[src/rtl/seg7_hex_capture_if.sv]
// seg7_hex_capture_if: frame output bus of the 7-segment capture block.
interface seg7_hex_capture_if #(parameter int NUM_DIGITS = 4);
    logic [4*NUM_DIGITS-1:0] out_value;
    logic [NUM_DIGITS-1:0]   out_invalid;
    logic                    out_valid;
    logic                    out_ready;
    logic                    out_overflow;
    modport master(output out_value, out_invalid, out_valid, out_overflow, input out_ready);
    modport slave(input out_value, out_invalid, out_valid, out_overflow, output out_ready);
endinterface

[src/rtl/seg7_hex_capture.sv]
// seg7_hex_capture: decodes a multiplexed active-low 7-segment bus back into hex frames.
module seg7_hex_capture #(
    parameter int NUM_DIGITS    = 4,
    parameter int STABLE_CYCLES = 4
) (
    input  logic                  clk,
    input  logic                  reset,
    input  logic [6:0]            seg_n,
    input  logic [NUM_DIGITS-1:0] digit_sel,
    seg7_hex_capture_if.master    cap
);
    localparam int CW = $clog2(STABLE_CYCLES + 1);
    localparam logic [1:0] F_IDLE = 2'd0, F_COUNT = 2'd1, F_HELD = 2'd2;
    localparam logic [0:0] O_EMPTY = 1'b0, O_FULL = 1'b1;
    localparam logic [6:0] GLYPH [16] = '{
        7'b0111111, 7'b0000110, 7'b1011011, 7'b1001111,
        7'b1100110, 7'b1101101, 7'b1111101, 7'b0000111,
        7'b1111111, 7'b1100111, 7'b1110111, 7'b1111100,
        7'b1011000, 7'b1011110, 7'b1111001, 7'b1110001};
    logic [NUM_DIGITS+6:0]   s_q;
    logic [CW-1:0]           cnt_q, cnt_d;
    logic [1:0]              f_q, f_d;
    logic [0:0]              o_q, o_d;
    logic [NUM_DIGITS-1:0]   mask_q, mask_d, inv_q, inv_d, out_inv_q;
    logic [4*NUM_DIGITS-1:0] val_q, val_d, out_val_q;
    logic                    ovf_q;
    logic [3:0]              nib;
    logic                    bad, onehot, same, capture, full, load, hs;
    always_comb begin
        nib = '0;
        bad = 1'b1;
        for (int k = 0; k < 16; k++)
            if (~seg_n == GLYPH[k]) begin
                nib = 4'(k);
                bad = 1'b0;
            end
    end
    assign onehot  = (digit_sel != '0) && ((digit_sel & (digit_sel - 1'b1)) == '0);
    assign same    = {digit_sel, seg_n} == s_q;
    // HELD blocks re-capture while the same digit keeps being displayed
    assign capture = onehot && same && f_q != F_HELD && cnt_q == CW'(STABLE_CYCLES - 1);
    assign full    = &mask_q;
    assign hs      = o_q == O_FULL && cap.out_ready;
    assign load    = full && (o_q == O_EMPTY || cap.out_ready);
    always_comb begin
        cnt_d  = (!onehot || !same) ? '0 : (cnt_q == CW'(STABLE_CYCLES) ? cnt_q : cnt_q + CW'(1));
        f_d    = !onehot ? F_IDLE : (capture || (same && f_q == F_HELD)) ? F_HELD : F_COUNT;
        o_d    = load ? O_FULL : hs ? O_EMPTY : o_q;
        mask_d = (full ? '0 : mask_q) | (capture ? digit_sel : '0);
        val_d  = val_q;
        inv_d  = inv_q;
        for (int i = 0; i < NUM_DIGITS; i++)
            if (capture && digit_sel[i]) begin
                val_d[4*i +: 4] = nib;
                inv_d[i]        = bad;
            end
    end
    always_ff @(posedge clk or posedge reset) begin
        if (reset) begin
            s_q       <= '0;
            cnt_q     <= '0;
            f_q       <= F_IDLE;
            o_q       <= O_EMPTY;
            mask_q    <= '0;
            val_q     <= '0;
            inv_q     <= '0;
            out_val_q <= '0;
            out_inv_q <= '0;
            ovf_q     <= 1'b0;
        end else begin
            s_q       <= {digit_sel, seg_n};
            cnt_q     <= cnt_d;
            f_q       <= f_d;
            o_q       <= o_d;
            mask_q    <= mask_d;
            val_q     <= val_d;
            inv_q     <= inv_d;
            out_val_q <= load ? val_q : out_val_q;
            out_inv_q <= load ? inv_q : out_inv_q;
            ovf_q     <= ovf_q | (full & ~load);
        end
    end
    assign cap.out_value    = out_val_q;
    assign cap.out_invalid  = out_inv_q;
    assign cap.out_valid    = o_q == O_FULL;
    assign cap.out_overflow = ovf_q;
endmodule
[src/flat_wrapper.sv]
// flat-port wrapper written by rule: the top's interface ports become plain ports
module seg7_hex_capture_flat 
#(
    parameter int NUM_DIGITS    = 4,
    parameter int STABLE_CYCLES = 4
)
  (clk, reset, seg_n, digit_sel, cap_out_value, cap_out_invalid, cap_out_valid, cap_out_overflow, cap_out_ready);
  seg7_hex_capture_if #(.NUM_DIGITS(NUM_DIGITS)) cap_i ();
  input  logic clk;
  input  logic reset;
  input  logic [6:0] seg_n;
  input  logic [NUM_DIGITS-1:0] digit_sel;
  output wire logic [$bits(cap_i.out_value)-1:0] cap_out_value;
  output wire logic [$bits(cap_i.out_invalid)-1:0] cap_out_invalid;
  output wire logic [$bits(cap_i.out_valid)-1:0] cap_out_valid;
  output wire logic [$bits(cap_i.out_overflow)-1:0] cap_out_overflow;
  input wire logic [$bits(cap_i.out_ready)-1:0] cap_out_ready;
  assign cap_out_value = cap_i.out_value;
  assign cap_out_invalid = cap_i.out_invalid;
  assign cap_out_valid = cap_i.out_valid;
  assign cap_out_overflow = cap_i.out_overflow;
  assign cap_i.out_ready = cap_out_ready;
  seg7_hex_capture #(.NUM_DIGITS(NUM_DIGITS), .STABLE_CYCLES(STABLE_CYCLES)) u_core (.clk(clk), .reset(reset), .seg_n(seg_n), .digit_sel(digit_sel), .cap(cap_i));
endmodule
[config.mk]
export PLATFORM = sky130hd
export DESIGN_NAME = seg7_hex_capture_flat
export DESIGN_NICKNAME = d
export VERILOG_FILES = /design/src/rtl/seg7_hex_capture_if.sv /design/src/rtl/seg7_hex_capture.sv /design/src/flat_wrapper.sv
export SDC_FILE = /design/constraint.sdc
export NUM_CORES = 1
export LEC_CHECK = 0
export CORE_ASPECT_RATIO = 0.7
export CORE_UTILIZATION = 30
export CTS_CLUSTER_SIZE = 20
export DETAILED_ROUTE_END_ITERATION = 8
export HOLD_SLACK_MARGIN = 0.15
export REMOVE_ABC_BUFFERS = 1
export SYNTH_ARGS = -nofsm -noshare
export SYNTH_HDL_FRONTEND = slang
export SYNTH_SLANG_ARGS = --single-unit
[constraint.sdc]
create_clock -name clk -period 3.05 [get_ports clk]
set_input_delay 0.305 -clock clk [delete_from_list [all_inputs] [get_ports clk]]
set_output_delay 0.305 -clock clk [all_outputs]
set_load 0.02 [all_outputs]
==> impl.org <==
** Worst setup path
- Crit end category :: flip-flop
- Category of the critical setup timing path :: primary input to flip-flop
- The number of cells on the worst reg-to-reg path is 6.
- Along the worst path, the maximum fanout reaches 7.
- Register-to-register path setup slack :: 860 ps
- Destination of the worst register-to-register timing path :: u_core.val_q[7]
- Critical path startpoint category :: primary input
- For the worst setup path, the data required time is 3250 ps.
- Start point of the critical path :: digit_sel[3]
- Crit path DAT :: 2610 ps
- Reg-to-reg critical path startpoint :: u_core.s_q[4]

** Logic synthesis
- Flip-flop cell with the highest count after synthesis :: dfrtp_1
- Number of flip-flops and latches in the synthesized netlist :: 62
- Each instance of the synthesized netlist takes up on average 12.3 um^2.
- After synthesis, the share of flip-flops with an asynchronous set or reset is 100%.
- During synthesis, Yosys emitted a total of 0 warnings.
- Summing every instance area after synthesis gives 0.00278 mm^2.
- Netlist cell types :: 47
- Largest area contributor in the synthesized netlist :: dfrtp_1
- Sequential share of the synthesized area :: 55.8%
- In the synthesized netlist, the number of instances is 226.
- The synthesized design contains 0 enable-type register cells.
- Sorting the synthesized cells by area gives the leading types as dfrtp_1 56%, mux2_2 8.1%, mux2_1 6.5%, xor2_1 3.2%, nand2_1 2.3%.
- Portion of synthesized cell area occupied by the leading cell type :: 55.8%

** STA
- Post-layout min period :: 2410 ps
- Clk_skew :: 5.58 ps
- Unrepaired setup endpoints after global routing :: no
- Worst-case headroom to the max-slew limit :: 53.0%
- The final hold violation count is 0.
- In the final timing run, aggregate negative setup slack is 0 ps.
- The number of max-slew violations in the final report is 0.
- Fraction of the cycle the final worst path needs :: 78.9%
- Number of setup violations in the final report :: 0
- Transition time of the tightest slew-check pin :: 698 ps
- Based on the critical path, the design can be clocked at up to 0.415 GHz.
- After layout, the worst setup slack is 642 ps.

** Drt
- Once detail routing completed, the nets flagged for antenna violations numbered 0.
- The routed design has 5.86 mm of wire.
- Starting DRC count in detailed routing :: 99
- The final route contains 1825 vias.
- Before antenna repair, the detailed router went through 4 iterations.
- After detailed routing, the number of vias per cell comes to 4.59.
- Drt wl/cell :: 14.7 um
- In the routed design, unresolved DRC markers number 0.

** CTS
- Buffers inserted during clock tree synthesis total 9.
- Worst-case clock buffer depth :: 2
- Clock-pin slew was measured on the worst setup and hold paths at 50 ps.
- The H-tree was split into 3 levels.
- Post-cts repair resize count :: 0
- CTS saw 62 sinks.
- TritonCTS built the clock tree.
- In this run the clock root is driven by a clkbuf_16.
- Insertion delay to the later sink of the worst-skew pair :: 330 ps
- After clock tree synthesis, the setup repair step added 0 buffers.
- Hold-fix buffers, CTS :: 0

** Place
- Routability-driven placement finished with a final weighted congestion of 0.828.
- Input and output buffers added on the ports amount to 35.
- Area post-placement :: 0.00332 mm^2
- HPWL after DPL :: 4.20 mm
- Timing analysis after detailed placement gives a worst setup slack of 303 ps.

** Power
- Switching fraction of total power :: 20.8%
- Of the total power, registers draw 41.5%.
- Peak supply drop :: 261 uV
- The analysis attributes to cell leakage a power of 0.00166 uW.
- Part of the total power dissipated in the clock network :: 52.7%
- Pint :: 1600 uW
- For this design the total switching power over the nets is 419 uW.
- In this run the power density over the cells is 555 mW/mm^2.
- Combinational cell fraction of total power :: 5.8%

** Cells and area
- Final nets :: 290
- Area grow syn2layout :: 30.9%
- Antenna fix cells :: 0
- With fillers left out, the area of the finished cells amounts to 0.00364 mm^2.
- Cells with a size suffix above 1 make up 23.4% of the layout.

** Flow run
- Number of max-capacitance violations reported :: 0

** Floorplanning
- I/O pin cnt :: 36
- The floorplan step defined a die boundary enclosing 0.00966 mm^2.
- In this run the core area contains 28 standard-cell rows.
- Core outline area :: 0.00872 mm^2
- Horizontal die dimension :: 117 um
- Effective utilization at floorplan :: 31.9%
- From bottom edge to top edge, the die measures 82.5 um.

** GRT
- Largest net degree at the start of global routing :: 40
- For this run the aggregate overflow at the end of global routing stands at 0.
- Global routing used 13.9% of the available tracks across all layers.
- The number of antenna violations at the first check in global routing came to 0.
- The first global-routing pass estimated 9.67 mm of wire.
- Number of global-route vias before repair :: 1829

** Worst hold path
- Worst hold-check path type :: primary input to async pin

** Outcome
- Status :: complete, no violations
[cell usage after synthesis, drive strengths merged (2+ instances only)]
cell    instances
dfrtp          62
mux2           36
nand2          21
nor2           11
xor2           11
a21oi           8
clkbuf          7
inv             6
nand3           6
nor3            6
buf             5
a22o            4
nand4           4
nor2b           4
nor4            4
ha              3
nand2b          3
nor3b           3
nor4b           3
xnor2           3
a22oi           2
or2             2
[power by group through the flow]
stage / logic (uW) / clock network (uW) / registers, uW
floorplan: 52.3 / 0 / 851
global placement: 117 / 0 / 851
detailed placement: 119 / 0 / 851
CTS: 120 / 1090 / 837
global route: 130 / 1130 / 837
finish: 118 / 1060 / 837
[placed cells by master (no fill, tap or decap), types with 2 or more instances in the layout]
cell type,count
a21oi_1,8
nor2_1,11
ha_1,3
buf_4,13
xor2_1,10
inv_1,5
nand4_1,4
nor4b_1,2
mux2_2,20
clkinv_2,2
a22o_2,3
nor2b_1,4
nand2b_1,3
nor3b_1,3
nand3_1,5
mux2_1,16
a22oi_1,2
clkdlybuf4s50_1,35
clkbuf_8,4
nand2_1,17
nand2_2,4
nor4_2,2
dfrtp_1,62
xnor2_1,3
nor3_1,5
clkbuf_16,9
nor4_1,2
[state kept, by name (all words and copies together) (netlist names)]
signal and flops:
u_core.cnt_q 3, u_core.inv_q 4, u_core.s_q 11, u_core.f_q 2, u_core.cap.out_overflow 1, u_core.cap.out_valid 1, u_core.cap.out_value 16, u_core.val_q 16
u_core.mask_q 4, u_core.cap.out_invalid 4
[cell type report]
class / count / area [um^2]
Fill cell: 822 / 5080
Sequential cell: 62 / 1550
Multi-Input combinational cell: 146 / 1150
Timing Repair Buffer: 48 / 448
Clock buffer: 13 / 280
Tap cell: 120 / 150
Clock inverter: 3 / 40.0
Inverter: 6 / 22.5
[critical path, cell delays in order]
cell             delay [ps]
clkdlybuf4s50_1         560
xor2_1                  240
nor4_2                  300
nand3_2                 170
nor4b_4                 470
nand2_2                 210
mux2_1                  360
[per-stage QoR]
stage / std cells / hold slack [ps] / util (%) / power, uW
finish: 398 / 349 / 41.7 / 2020
floorplan: 214 / 336 / - / 903
global route: 398 / 401 / 41.7 / 2100
CTS: 398 / 360 / 41.7 / 2050
global placement: 382 / 464 / 38.0 / 968
detailed placement: 382 / 469 / 38.0 / 970
[cells by family (layout without fill, tap and decap cells)]
group,after synthesis,in the layout,share of synthesized area (%)
adders and majority gates,3,3,1.35
DFF,62,62,55.8
xor gates and xnor gates,14,14,4.68
muxes,36,36,14.6
buffers and inverters,18,70,2.97
AOI/OAI and AO/OA,21,21,5.45
and+or+nand+nor,72,72,15.2
[layer usage]
metal	up-vias	GRT usage (%)	part of all wire (%)
met1	897	19.9	53
li1	885	-	-
met5	-	0	0
met4	0	4.56	0.36
met3	5	5.26	5.2
met2	38	18.9	41
[worst max-delay path by stage]
stage	endpoint	cells after the start
6_report	u_core.val_q[7]	7
3_3_place_gp	u_core.inv_q[1]	7
3_5_place_dp	u_core.val_q[15]	7
2_1_floorplan	u_core.cap.out_invalid[0]	3
4_1_cts	u_core.val_q[7]	7
5_1_grt	u_core.val_q[7]	7
Note: power is estimated with default switching activity, not from simulation.
